===== src/rtl/cpu_pkg.sv =====
// Shared definitions for the CPU subsystem: bus-owner encoding, the port
// indices used by the arbiter and memory map, and a counter-width helper.
package cpu_pkg;

    localparam logic ARB_OWN_C = 1'b0;
    localparam logic ARB_OWN_D = 1'b1;

    // Index of each requester in per-port vectors (grant, read issue).
    localparam int PORT_C = 0;
    localparam int PORT_D = 1;

    typedef enum logic {
        OWN_C = ARB_OWN_C,
        OWN_D = ARB_OWN_D
    } arb_state_t;

    // Width of a counter holding 0..n-1, never narrower than one bit.
    function automatic int cnt_width(input int n);
        return (n > 1) ? $clog2(n) : 1;
    endfunction

endpackage


===== src/rtl/mem_bus_arbiter_rd_return.sv =====
// One-deep read-return stage: remembers which port issued a read last cycle
// and steers the RAM read data to that port only.
module mem_bus_arbiter_rd_return
    import cpu_pkg::*;
#(
    parameter int DATA_W = 8
) (
    input  logic              clk,
    input  logic              reset,
    input  logic [1:0]        rd_issue,
    input  logic [DATA_W-1:0] mem_rdata,
    output logic              c_rvalid,
    output logic [DATA_W-1:0] c_rdata,
    output logic              d_rvalid,
    output logic [DATA_W-1:0] d_rdata
);

    logic [1:0] rvalid_q;

    // Register the per-port read issue; reset drops any return in flight.
    // NOTE: state is updated with non-blocking assignments so every register
    // samples the pre-edge values, independent of statement order.
    always_ff @(posedge clk or posedge reset) begin
        if (reset) begin
            rvalid_q <= '0;
        end else begin
            rvalid_q <= rd_issue;
        end
    end

    assign c_rvalid = rvalid_q[PORT_C];
    assign d_rvalid = rvalid_q[PORT_D];
    assign c_rdata  = rvalid_q[PORT_C] ? mem_rdata : '0;
    assign d_rdata  = rvalid_q[PORT_D] ? mem_rdata : '0;

endmodule


===== src/rtl/mem_bus_arbiter.sv =====
// Two-port arbiter for the single synchronous system RAM port. The CPU owns
// the bus by default; a DMA that keeps losing is handed ownership for a short
// burst, unless the CPU holds c_lock for a multi-cycle sequence.
module mem_bus_arbiter
    import cpu_pkg::*;
#(
    parameter int ADDR_W      = 16,
    parameter int DATA_W      = 8,
    parameter int MAX_CPU_RUN = 4,
    parameter int DMA_BURST   = 2
) (
    input  logic              clk,
    input  logic              reset,
    input  logic              c_req,
    input  logic              c_we,
    input  logic              c_lock,
    input  logic [ADDR_W-1:0] c_addr,
    input  logic [DATA_W-1:0] c_wdata,
    output logic              c_gnt,
    output logic              c_rvalid,
    output logic [DATA_W-1:0] c_rdata,
    input  logic              d_req,
    input  logic              d_we,
    input  logic [ADDR_W-1:0] d_addr,
    input  logic [DATA_W-1:0] d_wdata,
    output logic              d_gnt,
    output logic              d_rvalid,
    output logic [DATA_W-1:0] d_rdata,
    output logic              mem_en,
    output logic              mem_we,
    output logic [ADDR_W-1:0] mem_addr,
    output logic [DATA_W-1:0] mem_wdata,
    input  logic [DATA_W-1:0] mem_rdata
);

    localparam int STARVE_W = cnt_width(MAX_CPU_RUN);
    localparam int BURST_W  = cnt_width(DMA_BURST);
    localparam logic [STARVE_W-1:0] STARVE_LAST = STARVE_W'(MAX_CPU_RUN - 1);
    localparam logic [BURST_W-1:0]  BURST_LAST  = BURST_W'(DMA_BURST - 1);

    arb_state_t          state;
    logic [STARVE_W-1:0] starve_cnt;
    logic [BURST_W-1:0]  burst_cnt;
    logic [1:0]          gnt;
    logic [1:0]          rd_issue;

    // Pick this cycle's winner: the owner if it asks, otherwise the other port.
    // NOTE: every output of a combinational block gets a default first, so no
    // path through the if/else can leave a value held (no inferred latch).
    always_comb begin
        gnt = '0;
        if (state == OWN_D) begin
            if (d_req)      gnt[PORT_D] = 1'b1;
            else if (c_req) gnt[PORT_C] = 1'b1;
        end else begin
            if (c_req)      gnt[PORT_C] = 1'b1;
            else if (d_req) gnt[PORT_D] = 1'b1;
        end
    end

    assign c_gnt  = gnt[PORT_C];
    assign d_gnt  = gnt[PORT_D];
    assign mem_en = |gnt;

    // Route the winner's access onto the RAM port; idle bus drives zeros.
    always_comb begin
        mem_we    = 1'b0;
        mem_addr  = '0;
        mem_wdata = '0;
        if (gnt[PORT_C]) begin
            mem_we    = c_we;
            mem_addr  = c_addr;
            mem_wdata = c_wdata;
        end else if (gnt[PORT_D]) begin
            mem_we    = d_we;
            mem_addr  = d_addr;
            mem_wdata = d_wdata;
        end
    end

    // Flag which port issued a read, for the one-cycle-later return.
    always_comb begin
        rd_issue         = '0;
        rd_issue[PORT_C] = gnt[PORT_C] & ~c_we;
        rd_issue[PORT_D] = gnt[PORT_D] & ~d_we;
    end

    // Ownership FSM: count CPU wins over a waiting DMA, hand over after
    // MAX_CPU_RUN of them, and take the bus back after a DMA burst or as soon
    // as the DMA stops asking. The decision above always uses the pre-edge
    // state, so a hand-over never cancels the grant already given this cycle.
    always_ff @(posedge clk or posedge reset) begin
        if (reset) begin
            state      <= OWN_C;
            starve_cnt <= '0;
            burst_cnt  <= '0;
        end else begin
            case (state)
                OWN_C: begin
                    if (c_req && d_req) begin
                        if (!c_lock) begin
                            if (starve_cnt == STARVE_LAST) begin
                                state      <= OWN_D;
                                starve_cnt <= '0;
                                burst_cnt  <= '0;
                            end else begin
                                starve_cnt <= starve_cnt + STARVE_W'(1);
                            end
                        end
                    end else begin
                        starve_cnt <= '0;
                    end
                end
                OWN_D: begin
                    if (gnt[PORT_D]) begin
                        if (burst_cnt == BURST_LAST) begin
                            state     <= OWN_C;
                            burst_cnt <= '0;
                        end else begin
                            burst_cnt <= burst_cnt + BURST_W'(1);
                        end
                    end else begin
                        state     <= OWN_C;
                        burst_cnt <= '0;
                    end
                end
                default: begin
                    state      <= OWN_C;
                    starve_cnt <= '0;
                    burst_cnt  <= '0;
                end
            endcase
        end
    end

    mem_bus_arbiter_rd_return #(
        .DATA_W (DATA_W)
    ) u_rd_return (
        .clk       (clk),
        .reset     (reset),
        .rd_issue  (rd_issue),
        .mem_rdata (mem_rdata),
        .c_rvalid  (c_rvalid),
        .c_rdata   (c_rdata),
        .d_rvalid  (d_rvalid),
        .d_rdata   (d_rdata)
    );

endmodule


===== config.mk =====
export PLATFORM = sky130hd
export DESIGN_NAME = mem_bus_arbiter
export DESIGN_NICKNAME = d
export VERILOG_FILES = /design/src/rtl/cpu_pkg.sv /design/src/rtl/mem_bus_arbiter_rd_return.sv /design/src/rtl/mem_bus_arbiter.sv
export SDC_FILE = /design/constraint.sdc
export NUM_CORES = 1
export LEC_CHECK = 0
export BUFFER_PORTS_ARGS = -buffer_cell sky130_fd_sc_hd__clkbuf_2
export CORE_MARGIN = 4
export CORE_UTILIZATION = 25
export DETAILED_ROUTE_END_ITERATION = 12
export PLACE_DENSITY = 0.72
export REMOVE_ABC_BUFFERS = 1
export SYNTH_ARGS = -nofsm -noshare
export SYNTH_HDL_FRONTEND = slang
export SYNTH_HIERARCHICAL = 1
export SYNTH_SLANG_ARGS = --single-unit

===== constraint.sdc =====
create_clock -name clk -period 1.2 [get_ports clk]
set_input_delay 0.24 -clock clk [delete_from_list [all_inputs] [get_ports clk]]
set_output_delay 0.24 -clock clk [all_outputs]
set_load 0.01 [all_outputs]

Word-level counts from Yosys, hierarchy flattened
Index checks and enable logic that the tools add are counted.

Bits in registers: 6. Input bits: 63. Output and inout port bits: 46. Logic and storage cells: 48.

$add $sub $neg: 2. Equal/unequal tests: 5. Multiplexer cells: 28. Bitwise operators: 5. Reduce and logical (&&, ||, !) cells: 4.

Operator list (count): 16-bit 2-to-1 mux (2); 8-bit 2-to-1 mux (4); 1-bit 2-to-1 mux (16); 2-bit 2-to-1 mux (4); 2-bit != test, second input constant (4); 1-bit one-hot mux with 2 select lines (2); 1-bit inverter (3); 3-bit AND reduction (1); 2-bit by 1-bit adder with 2-bit output, second input constant (1); 1-bit AND (2); 2-bit equality test, second input constant (1); 2-bit AND reduction (1); 2-bit OR reduction (1); 1-bit adder, second input constant (1); 1-bit logical AND (1).

Logic depth before layout (Yosys ltp)
Gate-level depths: netlist of run 1.

Depth after elaboration: 5. Depth in mapped cells: 4.

By module
The synthesis of run 1 kept the hierarchy.

Modules (own cells, without submodules): mem_bus_arbiter (times used 1, cells an instance 57, area an instance 586.8 um^2, seq. area each 100.1 um^2); mem_bus_arbiter_rd_return (times used 1, cells an instance 19, area an instance 153.9 um^2, seq. area each 50.0 um^2).

Worst setup path after synthesis of run 1
OpenSTA, ideal clock, no wires.

Path kind: flip-flop to output port. Start point: register state. End point: output port mem_addr[0]. Arrival time: 1.119 ns. Required time: 0.960 ns. Slack: -0.159 ns. Cell stages (with the launch flop): 5. Path buffers: 2. Cell sequence: dfrtp_1 > nand2b_1 > buf_6 > buf_6 > a32o_1.

Word-level cells in the longest chain between the ends: 3.

RTL lines: from (decl) (RTL line mem_bus_arbiter.sv:41) `arb_state_t state;`; from (signal assigned) (RTL line mem_bus_arbiter.sv:94) `state <= OWN_C;`; from (signal assigned) (RTL line mem_bus_arbiter.sv:103) `state <= OWN_D;`; from (signal assigned) (RTL line mem_bus_arbiter.sv:117) `state <= OWN_C;`; 2-bit 2-to-1 mux * (RTL line mem_bus_arbiter.sv:52) `if (state == OWN_D) begin`; 16-bit 2-to-1 mux (RTL line mem_bus_arbiter.sv:74) `end else if (gnt[PORT_D]) begin`; 16-bit 2-to-1 mux * (RTL line mem_bus_arbiter.sv:70) `if (gnt[PORT_C]) begin`; to (decl) (RTL line mem_bus_arbiter.sv:31) `output logic [ADDR_W-1:0] mem_addr,`.

Mark *: on every way between the ends. The rest lies on a longest branch, timed or not.

Worst setup path after layout of run 1
Start point: register state. End point: output port mem_addr[5].

The elaborated chain is that of the path after synthesis.

==> results of run 1 <==
-- worst max-delay path, cell delays in order, from the launching register on --
cell      delay (ns)
dfrtp_1         0.37
nand2b_1        0.19
buf_6           0.17
a32o_1          0.26
clkbuf_2        0.13
-- synth_stat cells --
cell,n
and4bb_1,1
a31o_2,1
and4bb_2,1
clkbuf_1,3
or2_2,1
a32o_1,25
a22o_1,3
nor2b_1,1
ha_1,1
nand4b_1,1
buf_6,5
buf_2,1
dfrtp_1,6
nand2b_1,1
a21boi_4,1
and2b_1,2
inv_1,2
o21a_1,1
and2_1,17
and3b_1,1
nor2_1,1
-- cell type report --
| type | count | area, um2 |
|---|---|---|
| Sequential cell | 6 | 151 |
| Multi-Input combinational cell | 59 | 546 |
| Inverter | 2 | 7.51 |
| Tap cell | 31 | 38.8 |
| Fill cell | 263 | 1210 |
| Timing Repair Buffer | 125 | 826 |
| Clock buffer | 3 | 22.5 |
-- stage by stage --
step	total power, mW	TNS, ns	hold slack, ns
CTS	0.849	-11.71	0.280
global route	0.953	-13.81	0.280
finish	0.894	-11.74	0.276
floorplan	0.381	-8.73	-0.0188
global placement	0.618	-3.50	0.0836
detailed placement	0.619	-3.50	0.0883
-- layer usage --
layer / routed length [um] / GRT usage
met3: 361 / 0.0522
met1: 1250 / 0.170
met4: 0 / 0.0248
met2: 1770 / 0.297
met5: 0 / 0
-- repair_timing --
item | in CTS | in global routing
setup endpoints to repair | 45 | 45
hold buffers | 1 | 0
gates resized for setup | 24 | 41
gates cloned | 0 | 1
hold endpoints to repair | 6 | 0
pin swaps | 4 | 3
setup buffers | 5 | 0
-- sequential cells by signal, summed over array words and instances (netlist names) --
register / flops
starve_cnt: 2
state: 1
burst_cnt: 1
u_rd_return/rvalid_q: 2
-- report_power, final --
part | total [mW] | switching (mW) | internal (mW)
Clock | 0.196 | 0.0822 | 0.114
Sequential | 0.215 | 0.00579 | 0.209
Combinational | 0.484 | 0.208 | 0.275
Total | 0.894 | 0.296 | 0.598
-- cells by family (layout without fill, tap and decap cells) --
| group | Yosys count | after routing |
|---|---|---|
| compound gates | 31 | 31 |
| fa+ha+maj | 1 | 1 |
| buf+inv | 11 | 130 |
| flops | 6 | 6 |
| simple gates | 27 | 27 |
-- worst max path at each step --
stage | start | to | slack [ns] | cells after the start
2_1_floorplan | state | mem_addr[0] | -0.33 | 2
3_3_place_gp | state | mem_addr[15] | -0.16 | 4
5_1_grt | state | mem_wdata[7] | -0.47 | 4
3_5_place_dp | state | mem_we | -0.15 | 4
6_report | state | mem_addr[5] | -0.41 | 4
4_1_cts | state | mem_addr[15] | -0.42 | 4
-- layout by cell type (no fill, tap or decap), drive strengths merged --
master,count
clkbuf,95
buf,32
a32o,25
and2,17
dfrtp,6
a22o,3
and2b,2
inv,2
and4bb,2
a31o,1
nor2,1
a21boi,1
nand2b,1
nor2b,1
o21a,1
and3b,1
or2,1
nand4b,1
ha,1
dlygate4sd3,1
==> impl_metrics.json, run 1 <==
{
  "grt_usage": 0.157,
  "numCtsBuffers": 3,
  "cts_root_buffer": "clkbuf_4",
  "place_ws_ns": -0.147,
  "insertion_delay_ns": 0.25,
  "die_area_um2": 3900,
  "syn_to_final_growth_pct": 115,
  "setup_violations": 43,
  "vias": 1169,
  "outcome": "finished, violations left",
  "r2r_cells": 4,
  "start_util": 0.264,
  "worst_ep_required_time_ns": 0.96,
  "n_antenna_cell": 0,
  "grt_pass1_wl_um": 5200,
  "tightest_slew_ns": 0.182,
  "synth_area_um2": 741,
  "fp.dieH_um": 62.4,
  "stdcell_area_um2": 1590,
  "drt-total-wl_um": 3380,
  "p_leak_nw": 0.898,
  "criticalPathCategory": "register to output port",
  "grt_pass1_vias": 1173,
  "ys_ff_latch": 6,
  "fin_crit_ns": 1.61,
  "synth_adder_area_share": 0.0169,
  "yosys.area.top_type": "a32o_1",
  "globalRouteOverflowTotal": 0,
  "cts.sinks": 6,
  "failed_checks": "negative setup slack",
  "place_congestion": 0.693,
  "place_inst": 216,
  "hold_viol": 0,
  "max-vdd-ir-drop_mv": 0.199,
  "ys_warn_count": 6,
  "holdPathStages": 2,
  "synth_area_per_cell_um2": 9.75,
  "synth_mux_area_frac": 0,
  "synth_xor_area_frac": 0,
  "grt_start_max_net_pins": 20,
  "synth_top_family_by_area": "compound AO/OA/AOI/OAI gates",
  "io_buffers": 108,
  "slew_violations": 0,
  "place_area_um2": 1320,
  "drtIter0Drc": 47,
  "synth_top_cell_area_share": 0.338,
  "synth_simple_gate_area_frac": 0.252,
  "seq_area_frac_synth": 0.203,
  "r2r_slack_ns": 0,
  "clkSlewWorstSetupHoldPaths_ns": 0.05,
  "skew_ns": 0.00360,
  "drc": 0,
  "final_util": 0.567,
  "powerDensity_nw_per_um2": 562,
  "yosys.cell_types.count": 21,
  "synthCells": 76,
  "fmax_ghz": 0.619,
  "period_share": 1.35,
  "worstHoldPathType": "input port to register",
  "tritoncts": "yes",
  "wl_per_cell_um": 15.0,
  "path_max_fanout": 15,
  "layout-drive-gt1-share": 0.749,
  "die_w_um": 62.4,
  "viasPerCell": 5.17,
  "cap_violations": 0,
  "synth_compound_area_frac": 0.421,
  "arrival_ns": 1.37,
  "ioPinCount": 109,
  "whs_endpoint": "u_rd_return/rvalid_q[1]",
  "worst_setup_path_end_kind": "output port",
  "postRouteAntennaNets": 0,
  "reg2reg_to": "starve_cnt[0]",
  "grt_setup_unrepaired": "true",
  "fin_nets": 261,
  "setup_ws_ns": -0.415,
  "antenna_found_initial": 0,
  "rr_startpoint": "state",
  "fin_cells": 226,
  "h-tree-depth": 1,
  "critPathLaunchType": "register",
  "dp_hpwl_um": 2540,
  "dr.pass1.iters": 4,
  "rows": 19,
  "clockBufferDepth": 2,
  "yosys-top-cells-area": "a32o_1, dfrtp_1, and2_1, buf_6, a22o_1",
  "max-slew-margin-rel": 0.878,
  "hold_start": "d_we",
  "core_area_um2": 2810
}
Power figures use the tool's default switching activity.
==> inputs of run 2 (changes only) <==
- PLACE_DENSITY: 0.72 -> default
- PLACE_DENSITY_LB_ADDON: default -> 0.12
==> run 2 against run 1 <==
Effect of this change: the flow still finishes with violations (negative setup slack); die area did not move; non-clock buffer count fell by 3; combinational power barely moved; first-iteration DRC count fell by 32%; fmax rose by 0.69%; flip-flop and latch count did not move; register-to-register slack improved by 0.06 ns; power fell by 0.68%.
==> impl_metrics.json, run 2 (same netlist as run 1, synthesis figures left out) <==
{
  "grt_pass1_vias": 1096,
  "die_w_um": 62.4,
  "dr.pass1.iters": 4,
  "fin_cells": 223,
  "skew_ns": 0.00346,
  "layout-drive-gt1-share": 0.771,
  "rows": 19,
  "cts.sinks": 6,
  "fp.dieH_um": 62.4,
  "max-vdd-ir-drop_mv": 0.263,
  "p_sw_frac": 0.326,
  "hold_start": "d_we",
  "tritoncts": "yes",
  "setup_ws_ns": -0.404,
  "n_fill_cell": 249,
  "powerDensity_nw_per_um2": 559,
  "drc": 0,
  "io_buffers": 108,
  "criticalPathCategory": "register to output port",
  "antenna_found_initial": 0,
  "worst_ep_required_time_ns": 0.96,
  "tightest_slew_ns": 0.258,
  "place_congestion": 0.750,
  "clockBufferDepth": 2,
  "grt_start_max_net_pins": 28,
  "place_area_um2": 1320,
  "postRouteAntennaNets": 0,
  "max-slew-margin-rel": 0.828,
  "cts_root_buffer": "clkbuf_4",
  "worstHoldPathType": "input port to register",
  "p_clk_frac": 0.217,
  "cap_violations": 0,
  "arrival_ns": 1.36,
  "fmax_ghz": 0.624,
  "start_util": 0.264,
  "numCtsBuffers": 3,
  "drt-total-wl_um": 3270,
  "power.total_uw": 888,
  "hold_viol": 0,
  "wl_per_cell_um": 14.7,
  "n_antenna_cell": 0,
  "critPathLaunchType": "register",
  "mostFrequentLayoutCells": "clkbuf_2, a32o_1, buf_6",
  "globalRouteOverflowTotal": 0,
  "final_util": 0.567,
  "rr_startpoint": "starve_cnt[0]",
  "fin_crit_ns": 1.60,
  "dp_hpwl_um": 2470,
  "viasPerCell": 5.07,
  "worst_setup_path_end_kind": "output port",
  "grt_pass1_wl_um": 4930,
  "period_share": 1.34,
  "h-tree-depth": 1,
  "p_switching_uw": 290,
  "intPower_uw": 598,
  "syn_to_final_growth_pct": 115,
  "setup_violations": 43,
  "die_area_um2": 3900,
  "failed_checks": "negative setup slack",
  "outcome": "finished, violations left",
  "stdcell_area_um2": 1590,
  "final_common_cell": "clkbuf_2",
  "place_inst": 214,
  "seq_power_share": 0.242,
  "grt_setup_unrepaired": "true",
  "drtIter0Drc": 32,
  "grt_usage": 0.154,
  "ioPinCount": 109,
  "fin_nets": 258,
  "reg_top3": "starve_cnt (2), u_rd_return/rvalid_q (2)",
  "slew_violations": 0,
  "p_leak_nw": 0.891,
  "p_comb_frac": 0.541,
  "vias": 1131,
  "core_area_um2": 2810,
  "setup_tns_ns": -11.21,
  "insertion_delay_ns": 0.25,
  "clkSlewWorstSetupHoldPaths_ns": 0.05,
  "path_max_fanout": 8,
  "timing.critical_path.from": "state"
}
-- run 2: final cells by class --
type	instances	area (um2)	share of cell area
timing repair buffer	122	810	0.509
multi-input combinational	59	559	0.352
sequential	6	153	0.0960
tap	31	38.8	0.0244
clock buffer	3	22.5	0.0142
inverter	2	7.51	0.00472
-- run 2: path summary, 6_finish.rpt --
path / end / slack (ns) / depth (start not counted)
min in group asynchronous: u_rd_return/rvalid_q[0] / 0.40 / 3
max in group asynchronous: state / 0.59 / 3
setup / recovery: mem_wdata[5] / -0.40 / 4
setup reg to reg: state / 0.06 / 3
hold reg to reg: starve_cnt[1] / 0.51 / 1
hold / removal: u_rd_return/rvalid_q[1] / 0.29 / 2
-- run 2: through the flow --
| step | hold WS [ns] | worst slack [ns] |
|---|---|---|
| 4_1_cts | 0.288 | -0.403 |
| 6_report | 0.292 | -0.404 |
| 2_1_floorplan | -0.0188 | -0.334 |
| 3_5_place_dp | 0.0895 | -0.206 |
| 5_1_grt | 0.288 | -0.474 |
| 3_3_place_gp | 0.0831 | -0.185 |
-- run 2: repair_timing --
| item | 4_1_cts | 5_1_grt |
|---|---|---|
| hold buffers | 1 | 0 |
| endpoints found under the setup margin | 43 | 44 |
| cloned | 0 | 0 |
| gates resized for setup | 19 | 47 |
| pin swaps | 4 | 3 |
| endpoints found under the hold margin | 6 | 0 |
| setup buffers | 5 | 0 |
-- run 2: critical path, cell delays in order, from the launching register on --
cell and delay (ns):
dfrtp_1 0.41, nand2b_4 0.17, buf_4 0.16, a32o_1 0.25, clkbuf_2 0.13
-- run 2: per-layer routing --
| metal | GRT usage | up-vias | part of all wire |
|---|---|---|---|
| met4 | 0.0413 | 0 | 0.0034 |
| met1 | 0.151 | 516 | 0.33 |
| met5 | 0 | - | 0 |
| li1 | - | 548 | - |
| met3 | 0.0396 | 2 | 0.094 |
| met2 | 0.310 | 65 | 0.57 |
-- run 2: power groups by stage --
stage	Sequential [mW]	Clock (mW)	Combinational, mW
final	0.215	0.193	0.481
after global routing	0.215	0.220	0.524
after CTS	0.214	0.197	0.442
after detailed placement	0.220	0	0.402
after global placement	0.219	0	0.396
after floorplan	0.219	0	0.163
